## config.mk

```make
export PLATFORM = sky130hd
export DESIGN_NAME = regfile_scoreboard
export DESIGN_NICKNAME = d
export VERILOG_FILES = /design/src/rtl/regfile_pkg.sv /design/src/rtl/sb_busy_table.sv /design/src/rtl/regfile_scoreboard.sv
export SDC_FILE = /design/constraint.sdc
export NUM_CORES = 2
export LEC_CHECK = 0
export BUFFER_PORTS_ARGS = -buffer_cell sky130_fd_sc_hd__buf_4
export CORE_MARGIN = 3
export CORE_UTILIZATION = 30
export CTS_BUF_LIST = sky130_fd_sc_hd__clkbuf_4
export DETAILED_ROUTE_END_ITERATION = 8
export GPL_ROUTABILITY_DRIVEN = 1
export GPL_TIMING_DRIVEN = 0
export PLACE_DENSITY = 0.42
export SYNTH_ARGS = -nofsm -noshare
export SYNTH_HDL_FRONTEND = slang
export SYNTH_HIERARCHICAL = 1
export SYNTH_SLANG_ARGS = --single-unit
```

## constraint.sdc

```tcl
create_clock -name CLK -period 4.8 [get_ports CLK]
set_clock_uncertainty 0.15 [all_clocks]
set_input_delay 0.24 -clock CLK [delete_from_list [all_inputs] [get_ports CLK]]
set_output_delay 0.24 -clock CLK [all_outputs]
set_load 0.005 [all_outputs]
```

## src/rtl/regfile_pkg.sv

```systemverilog
// Shared defaults and helpers for the scoreboarded register file.
package regfile_pkg;

    localparam int unsigned DEF_DATA_W = 32;
    localparam int unsigned DEF_ADDR_W = 5;
    localparam int unsigned ZERO_ADDR  = 0;

    // Counter width able to hold every register of a 2**addr_w deep file.
    function automatic int unsigned busy_cnt_w(input int unsigned addr_w);
        return addr_w + 1;
    endfunction

endpackage

```

## src/rtl/sb_busy_table.sv

```systemverilog
// Per-register busy scoreboard: RAW/WAW hazard detection, issue gating and
// outstanding-write counter. Optional macro REGFILE_BYPASS_EN releases the
// write-back target from the hazard view in the write-back cycle itself.
module sb_busy_table
    import regfile_pkg::*;
#(
    parameter int unsigned ADDR_W   = DEF_ADDR_W,
    parameter int unsigned ZERO_REG = 1
) (
    input  logic                          clk,
    input  logic                          rst_n,
    input  logic [ADDR_W-1:0]             a1,
    input  logic [ADDR_W-1:0]             a2,
    input  logic                          use1,
    input  logic                          use2,
    input  logic                          issue_valid,
    input  logic                          dest_valid,
    input  logic [ADDR_W-1:0]             issue_dest,
    input  logic                          we3,
    input  logic [ADDR_W-1:0]             a3,
    output logic                          haz1_c,
    output logic                          haz2_c,
    output logic                          issue_ready_c,
    output logic [busy_cnt_w(ADDR_W)-1:0] busy_cnt
);

    localparam int unsigned NUM_REGS = 2 ** ADDR_W;
    localparam int unsigned CNT_W    = busy_cnt_w(ADDR_W);

    logic [NUM_REGS-1:0] busy_q;
    logic [NUM_REGS-1:0] busy_d;
    logic [NUM_REGS-1:0] busy_eff_c;
    logic [CNT_W-1:0]    busy_cnt_q;
    logic [CNT_W-1:0]    busy_cnt_d;
    logic                waw_c;
    logic                set_en_c;
    logic                inc_c;
    logic                dec_c;

    // Busy vector as seen by the hazard checks; forwarding hides the register being written back.
    always_comb begin
        busy_eff_c = busy_q;
`ifdef REGFILE_BYPASS_EN
        if (we3) begin
            busy_eff_c[a3] = 1'b0;
        end
`endif
        haz1_c        = use1 && busy_eff_c[a1];
        haz2_c        = use2 && busy_eff_c[a2];
        waw_c         = dest_valid && busy_eff_c[issue_dest];
        issue_ready_c = !(haz1_c || haz2_c || waw_c);
    end

    // Next busy vector and counter; an accepted set beats a same-cycle clear.
    always_comb begin
        set_en_c = issue_valid && issue_ready_c && dest_valid
                   && !((ZERO_REG != 0) && (issue_dest == ADDR_W'(ZERO_ADDR)));
        busy_d   = busy_q;
        if (we3) begin
            busy_d[a3] = 1'b0;
        end
        if (set_en_c) begin
            busy_d[issue_dest] = 1'b1;
        end
        inc_c      = set_en_c && !busy_q[issue_dest];
        dec_c      = we3 && busy_q[a3] && !(set_en_c && (issue_dest == a3));
        busy_cnt_d = busy_cnt_q + CNT_W'(inc_c) - CNT_W'(dec_c);
    end

    // Scoreboard state with synchronous active-low reset.
    always_ff @(posedge clk) begin
        if (!rst_n) begin
            busy_q     <= '0;
            busy_cnt_q <= '0;
        end else begin
            busy_q     <= busy_d;
            busy_cnt_q <= busy_cnt_d;
        end
    end

    assign busy_cnt = busy_cnt_q;

    a_cnt_bound: assert property (@(posedge clk) disable iff (!rst_n)
        busy_cnt_q <= CNT_W'(NUM_REGS));

    a_cnt_match: assert property (@(posedge clk) disable iff (!rst_n)
        busy_cnt_q == CNT_W'($countones(busy_q)));

endmodule

```

## src/rtl/regfile_scoreboard.sv

```systemverilog
// Three-port register file with busy scoreboard for the pipelined MIPS core.
// Optional macro REGFILE_BYPASS_EN forwards WD3 to a matching read port in the
// write-back cycle and releases the corresponding hazard one cycle earlier.
module regfile_scoreboard
    import regfile_pkg::*;
#(
    parameter int unsigned DATA_W   = DEF_DATA_W,
    parameter int unsigned ADDR_W   = DEF_ADDR_W,
    parameter int unsigned ZERO_REG = 1
) (
    input  logic                          CLK,
    input  logic                          rst,
    input  logic [ADDR_W-1:0]             A1,
    input  logic [ADDR_W-1:0]             A2,
    output logic [DATA_W-1:0]             RD1,
    output logic [DATA_W-1:0]             RD2,
    input  logic                          WE3,
    input  logic [ADDR_W-1:0]             A3,
    input  logic [DATA_W-1:0]             WD3,
    input  logic                          ISSUE_VALID,
    input  logic                          USE1,
    input  logic                          USE2,
    input  logic                          DEST_VALID,
    input  logic [ADDR_W-1:0]             ISSUE_DEST,
    output logic                          HAZ1,
    output logic                          HAZ2,
    output logic                          ISSUE_READY,
    output logic [busy_cnt_w(ADDR_W)-1:0] BUSY_CNT
);

    localparam int unsigned NUM_REGS = 2 ** ADDR_W;

    logic [DATA_W-1:0] mem_q [NUM_REGS];
    logic [DATA_W-1:0] mem_d [NUM_REGS];
    logic              wr_en_c;

    function automatic logic is_zero_addr(input logic [ADDR_W-1:0] a);
        return (ZERO_REG != 0) && (a == ADDR_W'(ZERO_ADDR));
    endfunction

    // Write-back into the data array; the hard-wired zero register ignores writes.
    always_comb begin
        wr_en_c = WE3 && !is_zero_addr(A3);
        mem_d   = mem_q;
        if (wr_en_c) begin
            mem_d[A3] = WD3;
        end
    end

    // Data array with synchronous active-low reset.
    always_ff @(posedge CLK) begin
        if (!rst) begin
            mem_q <= '{default: '0};
        end else begin
            mem_q <= mem_d;
        end
    end

    // Combinational read ports with optional same-cycle forwarding.
    always_comb begin
        RD1 = is_zero_addr(A1) ? '0 : mem_q[A1];
        RD2 = is_zero_addr(A2) ? '0 : mem_q[A2];
`ifdef REGFILE_BYPASS_EN
        if (wr_en_c && (A3 == A1)) begin
            RD1 = WD3;
        end
        if (wr_en_c && (A3 == A2)) begin
            RD2 = WD3;
        end
`endif
    end

    sb_busy_table #(
        .ADDR_W   (ADDR_W),
        .ZERO_REG (ZERO_REG)
    ) u_busy (
        .clk           (CLK),
        .rst_n         (rst),
        .a1            (A1),
        .a2            (A2),
        .use1          (USE1),
        .use2          (USE2),
        .issue_valid   (ISSUE_VALID),
        .dest_valid    (DEST_VALID),
        .issue_dest    (ISSUE_DEST),
        .we3           (WE3),
        .a3            (A3),
        .haz1_c        (HAZ1),
        .haz2_c        (HAZ2),
        .issue_ready_c (ISSUE_READY),
        .busy_cnt      (BUSY_CNT)
    );

endmodule

```

==> metrics <==
Pre-Repair DR Iteration Count=5; GRT Util Overall=31.2%; Final period util=107%; die area=between 150,000 and 200,000 um2; number of max-slew violations in the final report=50; vias per cell=between 5 and 6; Max FO, Critical Path=10; num rows=159; Async SR Flop Fraction=0%; depth of the CTS H-tree=5; fmax=195 MHz; power density over the cells=306 nW/um2; number of library cell types mapped by synthesis=68; placed insts=8,916; Detail Route Antenna Nets=0; status=complete, but fails checks; failing checks=max-capacitance violations, max-slew violations, negative setup slack; post-DR wirelength/cell=33.1 um; FF-to-FF setup slack=0.45 ns; Clock Path Buffers=4; Layout area overhead=15.8%; Cells after Synth=6,293; Post-Syn Area=57,200 um2; HP Class=input port to register; die width=443 um; fraction of layout cells with a size suffix above 1=17.2%; post-detail-place hpwl=236 mm; Post-CTS Setup Bufs=0; total grt overflow=0; CTS tree=done; total of max-cap violations=9; ys flop type=dfxtp_1; initial antenna violation count=19; PortBufs=roughly 120; Synth warnings=6; Crit path required time=4.41 ns; IO Count=132; layout net count=approximately 7.0k; Final Non-Filler Cells=9,542; CTS Root Buffer Type=clkbuf_4; area of the multi-input gates=33,100 um2; die height=443 um; sequential area share after synthesis=37.2%; Worst Setup EP=RD1[25]; largest net degree at the start of global routing=17; dpl ws=-0.430 ns; global-route wire length before repair=427 mm; core region area=about 190,000 um2; final setup vio count=11; most frequent cells in the layout=nand2_1, dfxtp_1, a21boi_0; RR Startpoint=u_busy/busy_eff_c[27]$_SDFF_PN0_; #FFs+latches synth=about 1.1k; Total Wirelength=approximately 320 mm; Worst Reg2Reg Path Length in Cells=10; register area=21,300 um2; clk_lat worst skew=1.40 ns; setup ws final=-0.324 ns; headroom to the max-slew limit=-12.5%; cts bufs inserted=341; RSZ-0062 raised after global routing=false; FF-to-FF End=u_busy/busy_eff_c[7]$_SDFF_PN0_; gpl congestion=0.963; Initial Util=30.3%; Post-synth EDFFs=0; drt drc=0; Clock Pin Slew Worst Setup and Hold Paths=around 0.06 ns; CP arrival=4.73 ns; Syn Nets=roughly 6.4k; Worst setup SP type=input port; final hold vios=0; Iter 0 DRT Violations=roughly 6k; fin crit period=5.12 ns; filler cell count=19.7k; Worst VDD drop=about 0.18 mV; most common cell after layout, fill and taps aside=nand2_1; WS Path Type=input port to output pin; clock sinks=1,062; routed vias=54.2k; CP endpoint kind=output pin; worst setup path start=A1[0]; Pleak=around 22 nW; Avg Cell Area, Syn=between 9 and 10 um2; worst-margin pin slew=1.65 ns; vias in the first global route=51.6k
==> worst min-delay path by stage <==
stage	endpoint	start	depth (start not counted)
6_report	u_busy/busy_cnt[1]$_SDFF_PN0_	USE1	9
5_1_grt	u_busy/busy_eff_c[3]$_SDFF_PN0_	WE3	5
4_1_cts	u_busy/busy_eff_c[11]$_SDFF_PN0_	WE3	5
3_5_place_dp	mem_q[378]$_SDFFE_PN0P_	mem_q[378]$_SDFFE_PN0P_	2
3_3_place_gp	mem_q[376]$_SDFFE_PN0P_	mem_q[376]$_SDFFE_PN0P_	2
2_1_floorplan	mem_q[0]$_SDFFE_PN0P_	WD3[0]	2
==> layer usage <==
| layer | vias to the layer above | track usage (%) | share of wire, % |
|---|---|---|---|
| met2 | 2930 | 46.7 | 43 |
| met1 | 27100 | 41.4 | 42 |
| met3 | 768 | 7.76 | 9.3 |
| met4 | 4 | 16.4 | 5.9 |
| li1 | 23500 | - | - |
| met5 | - | 0 | 0.010 |
==> per-stage QoR <==
stage / total power (W) / utilization, % / instance area, um2 / hold slack, ns / TNS (ns)
4_1_cts: 0.0204 / 35.1 / 66200 / 0.00939 / 0
2_1_floorplan: 0.0103 / - / 57200 / 0.235 / 0
6_report: 0.0203 / 35.1 / 66300 / 0.0990 / -1.72
3_3_place_gp: 0.0116 / 32.5 / 61200 / 0.302 / -5.00
5_1_grt: 0.0209 / 35.1 / 66300 / 0.0747 / 0
3_5_place_dp: 0.0116 / 32.5 / 61300 / 0.311 / -2.85
==> final cells by class <==
cell class | count | share of cell area (%)
clock buffers | 455 | 5.15
plain buffers | 655 | 4.38
flip-flops and latches | 1062 | 32.1
repair buffers | 253 | 3.34
clock inverters | 35 | 0.255
inverters | 21 | 0.119
multi-input cells | 4555 | 49.9
diodes | 11 | 0.0415
well taps | 2495 | 4.71
==> synth_stat cells (17+ instances only) <==
cell       number  area share [%]
a2111oi_0      24            0.37
a2111oi_1      24            0.42
a211oi_1       56            0.73
a21boi_0      834              11
a21boi_1      158             2.1
a21oi_1        55            0.48
a22o_1         48            0.73
a22oi_1        95             1.2
and2_1         50            0.55
buf_1          97            0.64
buf_2          85            0.74
buf_4          29            0.38
buf_6          17            0.33
clkbuf_1      421             2.8
dfxtp_1      1062              37
inv_1          21            0.14
mux2_2         39            0.77
mux2i_1       325             5.7
mux4_2        387              15
nand2_1      2032              13
nor2_1         25            0.16
nor2b_1        72            0.79
nor3_1         28            0.24
nor4_1         33            0.36
o211ai_1       31            0.41
o21ai_0        22            0.19
o21ai_1        32            0.28
o22ai_1        52            0.57
==> power by group <==
part           leakage [nW]  internal [W]  switching, W
registers              8.56       0.00889     0.0000684
logic                  11.4      0.000787       0.00182
clock network          2.19       0.00433       0.00441
total                  22.1        0.0140       0.00630
==> flip-flops by register name (all words and copies together), names as in the netlist <==
name	flops
mem_q	1024
u_busy/busy_eff_c	32
u_busy/busy_cnt	6
==> logic make-up after synthesis <==
| group | Yosys count | synth area share (%) |
|---|---|---|
| AOI/OAI and AO/OA | 1475 | 19.2 |
| xor gates and xnor gates | 5 | 0.0766 |
| adders and majority gates | 7 | 0.166 |
| buffers and inverters | 676 | 5.17 |
| DFF | 1062 | 37.2 |
| muxes | 755 | 21.9 |
| and+or+nand+nor | 2313 | 16.4 |
==> worst max-delay path: stages <==
cell	delay, ns
buf_4	0.24
buf_2	0.56
buf_1	0.97
clkbuf_1	0.77
a211oi_1	0.41
nor4_1	1.20
buf_4	0.27
==> repair_timing <==
item,in CTS,in global routing
hold buffers,121,2
resized for setup,20,7
setup endpoints to repair,17,5
endpoints found under the hold margin,1030,4
gates cloned,0,0
No activity file was read; power rests on OpenSTA's default activity.
